### config.mk
export PLATFORM = sky130hd
export DESIGN_NAME = pipe_stage_elastic
export DESIGN_NICKNAME = d
export VERILOG_FILES = /design/src/rtl/pipe_pkg.sv /design/src/rtl/pipe_stage_elastic.sv
export SDC_FILE = /design/constraint.sdc
export NUM_CORES = 1
export LEC_CHECK = 0
export CORE_MARGIN = 3
export CORE_UTILIZATION = 33
export DETAILED_ROUTE_END_ITERATION = 8
export HOLD_SLACK_MARGIN = 0.06
export MAX_ROUTING_LAYER = met4
export SYNTH_ARGS = -nofsm -noshare
export SYNTH_HDL_FRONTEND = slang
export SYNTH_SLANG_ARGS = --single-unit
### constraint.sdc
create_clock -name clk -period 1.77 [get_ports clk]
set_clock_uncertainty 0.15 [all_clocks]
set_input_delay 0.2655 -clock clk [delete_from_list [all_inputs] [get_ports clk]]
set_output_delay 0.2655 -clock clk [all_outputs]
set_load 0.01 [all_outputs]
### src/rtl/pipe_pkg.sv
// Shared types for the core's inter-stage pipeline registers.
//   pipe_state_t  : occupancy state of an elastic stage (EMPTY / BUSY / FULL)
//   stage_ctrl_t  : control field carried alongside each payload beat
//   PIPE_CTRL_W   : width of stage_ctrl_t, default control width of a stage
//   PIPE_DATA_W   : default payload width (readData + ALURes + writeReg, padded)
package pipe_pkg;

  typedef enum logic [1:0] {
    ST_EMPTY = 2'd0,
    ST_BUSY  = 2'd1,
    ST_FULL  = 2'd2
  } pipe_state_t;

  typedef struct packed {
    logic reg_write;
    logic mem_to_reg;
    logic mem_read;
    logic mem_write;
  } stage_ctrl_t;

  localparam int PIPE_CTRL_W = $bits(stage_ctrl_t);
  localparam int PIPE_DATA_W = 72;

  // Number of entries held in each state.
  function automatic logic [1:0] state_occupancy(input pipe_state_t s);
    case (s)
      ST_BUSY: return 2'd1;
      ST_FULL: return 2'd2;
      default: return 2'd0;
    endcase
  endfunction

endpackage

### src/rtl/pipe_stage_elastic.sv
// Elastic pipeline-stage register (IF/ID, ID/EX, EX/MEM, MEM/WB).
// A main entry drives the outputs; a skid entry catches the one beat that can
// arrive while the downstream stalls, so in_ready can come straight from a flop
// and still sustain one beat per cycle.
// Ports:
//   clk, reset        clock; synchronous active-high reset
//   flush             drop both held entries and the current input beat
//   in_valid/in_ready upstream handshake (in_ready registered)
//   in_ctrl/in_data   upstream control bits and payload
//   out_valid/out_ready downstream handshake
//   out_ctrl/out_data main-entry control (0 on a bubble) and payload
//   occupancy         entries held, 0..2
module pipe_stage_elastic
  import pipe_pkg::*;
#(
  parameter int DATA_W   = PIPE_DATA_W,
  parameter int CTRL_W   = PIPE_CTRL_W,
  parameter bit CLR_DATA = 1'b0
) (
  input  logic              clk,
  input  logic              reset,
  input  logic              flush,
  input  logic              in_valid,
  output logic              in_ready,
  input  logic [CTRL_W-1:0] in_ctrl,
  input  logic [DATA_W-1:0] in_data,
  output logic              out_valid,
  input  logic              out_ready,
  output logic [CTRL_W-1:0] out_ctrl,
  output logic [DATA_W-1:0] out_data,
  output logic [1:0]        occupancy
);

  pipe_state_t       state_p1, state_n;
  logic              in_ready_p1;
  logic [CTRL_W-1:0] main_ctrl_p1, skid_ctrl_p1;
  logic [DATA_W-1:0] main_data_p1, skid_data_p1;

  logic in_fire, out_fire;
  logic load_main_in, load_main_skid, load_skid, bubble;

  assign in_ready  = in_ready_p1;
  assign out_valid = (state_p1 != ST_EMPTY);
  assign in_fire   = in_valid & in_ready_p1;
  assign out_fire  = out_valid & out_ready;
  assign occupancy = state_occupancy(state_p1);

  // A bubble must never commit, so control is masked by valid.
  assign out_ctrl = main_ctrl_p1 & {CTRL_W{out_valid}};
  assign out_data = main_data_p1;

  always_comb begin
    state_n        = state_p1;
    load_main_in   = 1'b0;
    load_main_skid = 1'b0;
    load_skid      = 1'b0;
    bubble         = 1'b0;
    case (state_p1)
      ST_EMPTY: begin
        if (in_fire) begin
          state_n      = ST_BUSY;
          load_main_in = 1'b1;
        end
      end
      ST_BUSY: begin
        if (in_fire && !out_fire) begin
          state_n   = ST_FULL;
          load_skid = 1'b1;
        end else if (!in_fire && out_fire) begin
          state_n = ST_EMPTY;
          bubble  = 1'b1;
        end else if (in_fire && out_fire) begin
          load_main_in = 1'b1;
        end
      end
      ST_FULL: begin
        // in_ready is low here, so only the drain side can move.
        if (out_fire) begin
          state_n        = ST_BUSY;
          load_main_skid = 1'b1;
        end
      end
      default: state_n = ST_EMPTY;
    endcase
  end

  // Stage register: state, handshake flop, main and skid entries
  always_ff @(posedge clk) begin
    if (reset) begin
      state_p1     <= ST_EMPTY;
      in_ready_p1  <= 1'b1;
      main_ctrl_p1 <= '0;
      main_data_p1 <= '0;
      skid_ctrl_p1 <= '0;
      skid_data_p1 <= '0;
    end else if (flush) begin
      state_p1     <= ST_EMPTY;
      in_ready_p1  <= 1'b1;
      main_ctrl_p1 <= '0;
      skid_ctrl_p1 <= '0;
      if (CLR_DATA) begin
        main_data_p1 <= '0;
        skid_data_p1 <= '0;
      end
    end else begin
      state_p1    <= state_n;
      in_ready_p1 <= (state_n != ST_FULL);
      if (load_main_in) begin
        main_ctrl_p1 <= in_ctrl;
        main_data_p1 <= in_data;
      end else if (load_main_skid) begin
        main_ctrl_p1 <= skid_ctrl_p1;
        main_data_p1 <= skid_data_p1;
      end
      if (load_skid) begin
        skid_ctrl_p1 <= in_ctrl;
        skid_data_p1 <= in_data;
      end
      // Debug builds clear payloads once they leave, so stale data never shows.
      if (CLR_DATA) begin
        if (bubble) main_data_p1 <= '0;
        if (load_main_skid) skid_data_p1 <= '0;
      end
    end
  end

endmodule

==> results.md, run 1 <==
* Simple logic cell fraction of the synthesized area at 24.0%
* Global-route wire length before repair at 29700 um
* Largest family of logic cells by synthesized area: simple AND/OR/NAND/NOR gates
* Most common cell in the netlist: nand2_1
* Power Density at 897 nW/um^2
* Synth Area in Adders at 0%
* Final instance area at 10300 um^2
* Total Routing Usage GR at 17.5%
* P_int at 6.94 mW
* Die Y at 147 um
* Clk pwr share at 41.2%
* Syn_nets at 860
* DR iter-0 viols at 260
* Post-synthesis register bit count at 155
* Final wirelength at 19200 um
* Endpoints failing setup at 116
* DR vias at 6014
* Row count at 50
* Clk sink count at 155
* Largest net degree at the start of global routing at 111
* Synthesized area at 6530 um^2
* Per-cell routed wire length at 15.4 um
* Worst Tran Pin Value at 0.643 ns
* YS warnings at 0
* Cell variety after synth at 25
* Vias per cell at 4.83
* GRT overflow at 0
* Max_slew headroom at 57.2%
* Reg2reg setup slack at -0.10 ns
* Die width at 147 um
* FMAX at 0.534 GHz
* CTS tree: built
* Top post-synthesis cells by area: dfxtp_1 48%, nand2_1 17%, a311oi_2 14%, a21oi_1 5.7%, nor2_1 4.8%
* Post-synthesis mux area share at 0.613%
* Skew-Pair Late Insertion Delay at 0.42 ns
* Die ar. at 21500 um^2
* CTS Root Cell: clkbuf_16
* Antenna cells at 0
* Register share of total power at 40.8%
* Worst setup SP type: input pin
* Sw Share at 24.5%
* Syn Area/Cell at 8.38 um^2
* PnR worst setup slack at -0.103 ns
* Critical path buffer and inverter count at 4
* Sequential fraction of the synthesis area at 47.5%
* Core area at 19100 um^2
* Clk pin slew, worst setup/hold paths at 0.06 ns
* Placement Cell Area at 8640 um^2
* Slowest stage delay, CP at 0.66 ns
* Port buffer count at 160
* Crit. End Element: register
* Synth Instances at 779
* Worst hold path type: input pin to register
* Fin. Hold Viols at 0
* Cells after DPL at 1177
* Clk buf depth at 2
* Post-DRT Antenna Nets at 0
* RSZ-0062 raised after global routing: yes
* Combinational power share at 18.0%
* Number of synthesized flops with an enable pin at 0
* Arrival time at the worst endpoint at 2.04 ns
* Gpl congestion at 0.756
* Switch Pwr at 2.25 mW
* Post-synthesis compound-gate area fraction at 22.2%
* Top Family by Delay on Critical Path: buffers and inverters
* Initial antenna violation count at 0
* Top cell type's share of synthesized area at 47.5%
* VDD IR max at 643 uV
* Max-cap violations at 0
* Starting Density at 34.2%
* Cts hold-fix bufs at 0
* Final slew viol count at 0
* Synth cell count leaders: 295 x nand2_1, 155 x dfxtp_1, 83 x nor2_1
* Non-Filler Instances at 1246
* Status: finished with violations
* TritonCTS buffer count at 17
* Critical path class: input pin to register
* DP HPWL at 11200 um
* Slowest stage cell, crit path: clkdlybuf4s50_1
* Synth Area in XOR/XNOR at 0%
* Nets at 1056
* CP max FO at 7
* I/O pins at 161
* Share of cells above drive strength 1 at 23.1%
* Crit path time final at 1.87 ns
* Area grow syn2layout at 57.1%
* Largest area contributor in the netlist: dfxtp_1
* CP Cell Sequence: clkdlybuf4s50_1, nand4b_4, a31oi_4, buf_6, clkbuf_16, buf_16, nor2_4, a311oi_2
* Ys async rst share at 0%
* WP data required at 1.94 ns
* Drt pass-1 iters at 7
* P_leak at 4.27 nW
* H-tree level count at 4
* Main flop type after synthesis: dfxtp_1
* Final worst path period share at 106%
* Vias in the first global route at 5691
* Failing checks: negative setup slack
* # DRC at 0
[metal layers]
layer	global-route usage (%)	vias up	routed length (um)
met4	5.60	0	331
li1	-	3027	-
met2	28.1	146	9570
met3	4.31	21	884
met5	-	-	0
met1	21.6	2820	8450
[cell type report]
| type | count | area [um^2] |
|---|---|---|
| Multi-Input combinational cell | 556 | 3290 |
| Clock inverter | 6 | 109 |
| Timing Repair Buffer | 242 | 2910 |
| Fill cell | 1765 | 8830 |
| Sequential cell | 155 | 3110 |
| Tap cell | 260 | 325 |
| Inverter | 3 | 11.3 |
| Clock buffer | 24 | 502 |
[stage by stage]
stage               utilization (%)  hold WS [ns]  power, mW  setup slack [ns]  setup TNS, ns
floorplan                         -         0.251       4.47           0.00919              0
global placement               45.3         0.292       5.15            -0.389         -46.71
detailed placement             45.3         0.297       5.16            -0.455         -52.94
CTS                            50.1        0.0756       9.10            -0.103          -3.80
global route                   53.7        0.0989       9.59            -0.156         -14.45
finish                         53.7        0.0911       9.19            -0.103          -5.37
[power by group through the flow]
stage / clock [mW] / combinational [mW] / sequential, mW
final: 3.79 / 1.66 / 3.75
after global routing: 4.05 / 1.78 / 3.77
after CTS: 3.89 / 1.47 / 3.74
after detailed placement: 0 / 1.35 / 3.81
after global placement: 0 / 1.34 / 3.81
after floorplan: 0 / 0.610 / 3.86
[registers in the layout (all words and copies together), names as in the netlist]
| register | count |
|---|---|
| out_data | 72 |
| skid_data_p1 | 72 |
| main_ctrl_p1 | 4 |
| skid_ctrl_p1 | 4 |
| state_p1 | 2 |
| in_ready | 1 |
[path summary, 6_finish.rpt]
| check | from | end | depth (start not counted) |
|---|---|---|---|
| worst min-delay path | reset | in_ready | 3 |
| worst min register to register | skid_data_p1[52] | skid_data_p1[52] | 2 |
| worst max-delay path | in_valid | out_data[54] | 8 |
| worst max register to register | state_p1[1] | out_data[54] | 8 |
[worst min-delay path: cells and delay by family]
| kind | cells | cell delay, ns |
|---|---|---|
| buffers and inverters | 1 | 0.10 |
| and+or+nand+nor | 2 | 0.26 |
[cells in the final DEF (no fill, tap or decap), types with 4 or more instances in the layout]
cell type        count
nor2_1              52
clkdlybuf4s50_1     99
buf_6                8
nor2_4              11
clkbuf_8             5
buf_2                4
nor2_2              20
nand3_1              4
mux2i_1              4
dlymetal6s2s_1      44
a311oi_2            65
a311oi_1            11
clkbuf_16           26
nand2_1            293
a21oi_1             74
buf_16               7
nor2b_1              5
dfxtp_1            152
dlygate4sd2_1       10
buf_12              19
buf_4               32
buf_8                8
[cell families after synthesis]
group	Yosys count
AO/OA/AOI/OAI	153
buffers and inverters	68
flip-flops	155
multiplexers	4
AND/OR/NAND/NOR	399
[timing repair]
action	CTS	global route
gates cloned	5	11
endpoints found under the setup margin	85	156
setup buffers	10	16
pin swaps	7	53
resized for setup	57	117
Power figures use the tool's default switching activity.
==> run 2: changes to the inputs <==
--- a/config.mk
+++ b/config.mk
@@ -10,6 +10,8 @@
 export DETAILED_ROUTE_END_ITERATION = 8
 export HOLD_SLACK_MARGIN = 0.06
 export MAX_ROUTING_LAYER = met4
+export PLACE_DENSITY_LB_ADDON = 0.12
+export SLEW_MARGIN = 10
 export SYNTH_ARGS = -nofsm -noshare
 export SYNTH_HDL_FRONTEND = slang
 export SYNTH_SLANG_ARGS = --single-unit
==> results.md, run 2 (synthesis results as in run 1) <==
* Gpl congestion at 0.747 (was 0.756)
* Fin. Hold Viols at 0 (unchanged)
* Nets at 1042 (was 1056)
* Drt pass-1 iters at 5 (was 7)
* Vias in the first global route at 5508 (was 5691)
* Power Density at 938 nW/um^2 (was 897 nW/um^2)
* Vias per cell at 4.74 (was 4.83)
* Cells after DPL at 1183 (was 1177)
* Final slew viol count at 0 (unchanged)
* Skew-Pair Late Insertion Delay at 0.42 ns (about the same)
* CTS tree: built (unchanged)
* Share of cells above drive strength 1 at 18.9% (was 23.1%)
* CP Cell Sequence: nand4bb_4, a31oi_4, buf_6, buf_4, nor2_1, a311oi_2 (was clkdlybuf4s50_1, nand4b_4, a31oi_4, buf_6, clkbuf_16, buf_16, nor2_4, a311oi_2)
* CTS Root Cell: clkbuf_16 (unchanged)
* Starting Density at 34.2% (unchanged)
* WP data required at 1.95 ns (was 1.94 ns)
* Post-DRT Antenna Nets at 0 (unchanged)
* Initial antenna violation count at 2 (was 0)
* VDD IR max at 701 uV (was 643 uV)
* Slowest stage delay, CP at 0.38 ns (was 0.66 ns)
* Worst Tran Pin Value at 0.696 ns (was 0.643 ns)
* Power Total at 9.07 mW (was 9.19 mW)
* Per-cell routed wire length at 15.0 um (was 15.4 um)
* Commonest non-fill, non-tap cell in the layout: nand2_1 (unchanged)
* RSZ-0062 raised after global routing: yes (unchanged)
* Worst flop-to-flop path endpoint: out_data[43] (was out_data[54])
* Commonest non-fill, non-tap cells in the layout: 293 x nand2_1, 152 x dfxtp_1, 111 x clkdlybuf4s50_1 (was 293 x nand2_1, 152 x dfxtp_1, 99 x clkdlybuf4s50_1)
* Endpoints failing setup at 0 (was 116)
* DR iter-0 viols at 337 (was 260)
* Die ar. at 21500 um^2 (unchanged)
* Area grow syn2layout at 48.1% (was 57.1%)
* Row count at 50 (unchanged)
* TritonCTS buffer count at 17 (unchanged)
* CP max FO at 9 (was 7)
* Final worst path period share at 99.1% (was 106%)
* Final wirelength at 18500 um (was 19200 um)
* Min Hold Slack at 0.128 ns (was 0.0911 ns)
* Core area at 19100 um^2 (unchanged)
* Clk sink count at 155 (unchanged)
* Reg2reg setup slack at 0.02 ns (was -0.10 ns)
* Global-route wire length before repair at 28900 um (was 29700 um)
* R2R depth at 6 (was 8)
* FMAX at 0.570 GHz (was 0.534 GHz)
* P_leak at 3.87 nW (was 4.27 nW)
* H-tree level count at 4 (unchanged)
* I/O pins at 161 (unchanged)
* Largest net degree at the start of global routing at 116 (was 111)
* Critical path class: register to register (was input pin to register)
* Non-Filler Instances at 1235 (was 1246)
* Worst setup SP type: register (was input pin)
* Crit. End Element: register (unchanged)
* Hold_sp: out_ready (was reset)
* Die Y at 147 um (unchanged)
* # DRC at 0 (unchanged)
* DP HPWL at 11800 um (was 11200 um)
* Max_slew headroom at 53.6% (was 57.2%)
* Die width at 147 um (unchanged)
* Clk pin slew, worst setup/hold paths at 0.07 ns (was 0.06 ns)
* GRT overflow at 0 (unchanged)
* Final instance area at 9670 um^2 (was 10300 um^2)
* FF-to-FF Start: state_p1[1] (unchanged)
* Setup crit end: out_data[43] (was out_data[54])
* Status: complete, no violations (was finished with violations)
* Arrival time at the worst endpoint at 1.93 ns (was 2.04 ns)
* Worst hold path type: input pin to register (unchanged)
* Clk buf depth at 2 (unchanged)
* Total Routing Usage GR at 17.0% (was 17.5%)
* Crit path time final at 1.75 ns (was 1.87 ns)
* DR vias at 5856 (was 6014)
* Max-cap violations at 0 (unchanged)
* Crit path launch: state_p1[1] (was in_valid)
* Slowest stage cell, crit path: dfxtp_4 (was clkdlybuf4s50_1)
* Port buffer count at 160 (unchanged)
* Placement Cell Area at 8650 um^2 (was 8640 um^2)
[run 2: cell types whose count changed in the layout (fill, tap and decap cells not counted), sizes merged, moves of 2 or more]
cell and change:
buf -13, clkbuf -13, clkdlybuf4s50 +12, clkinvlp +3, diode +2, dlymetal6s2s -9
inv +2
[run 2: routing by layer]
layer / wire [um] / vias to the layer above / track usage (%)
li1: - / 2994 / -
met1: 8600 / 2728 / 21.6
met2: 8840 / 120 / 26.9
met3: 911 / 14 / 4.75
met4: 184 / 0 / 4.09
met5: 0 / - / -
[run 2: what timing repair did]
action / 4_1_cts / 5_1_grt
endpoints found under the setup margin: 85 / 183
pin swaps: 0 / 13
setup buffers: 0 / 15
hold buffers: 1 / 0
resized for setup: 25 / 54
cloned: 0 / 3
endpoints found under the hold margin: 1 / 0
[run 2: worst min-delay path by stage]
stage	endpoint	slack, ns	cells past startpoint
after floorplan	skid_data_p1[0]	0.25	2
after global placement	skid_data_p1[11]	0.29	2
after detailed placement	skid_data_p1[14]	0.30	2
after CTS	skid_data_p1[30]	0.26	3
after global routing	state_p1[0]	0.14	3
final	state_p1[0]	0.13	3
[run 2: area by class of cell]
type                       count  area (um^2)
tap                          260          325
clock buffer                  18          439
antenna                        2         5.00
timing repair buffer         228         2440
multi-input combinational    556         3140
inverter                       3         11.3
clock inverter                13          191
fill                        1864         9410
sequential                   155         3110
[run 2: per-stage QoR]
stage | setup WS (ns) | TNS [ns] | util [%]
floorplan | 0.00919 | 0 | -
global placement | -0.389 | -49.81 | 45.3
detailed placement | -0.439 | -52.96 | 45.3
CTS | -0.0492 | -0.494 | 48.8
global route | -0.0494 | -0.698 | 50.7
finish | 0.0164 | 0 | 50.7
[run 2: where the power goes]
part | switching [mW] | internal, mW
sequential | 0.0866 | 3.64
combinational | 0.680 | 0.734
clock | 1.52 | 2.41
total | 2.29 | 6.78
[run 2: critical path, delay by kind of cell, from the launching register on]
family	cells	cell delay, ns
and+or+nand+nor	2	0.31
DFF	1	0.38
AOI/OAI and AO/OA	2	0.44
buffers and inverters	2	0.37
==> run 3: changes to the inputs <==
--- a/config.mk
+++ b/config.mk
@@ -7,6 +7,7 @@
 export LEC_CHECK = 0
 export CORE_MARGIN = 3
 export CORE_UTILIZATION = 33
+export CTS_CLUSTER_DIAMETER = 80
 export DETAILED_ROUTE_END_ITERATION = 8
 export HOLD_SLACK_MARGIN = 0.06
 export MAX_ROUTING_LAYER = met4
==> results of run 3 <==
The final DEF is identical to that of run 2; final timing and power are the same.
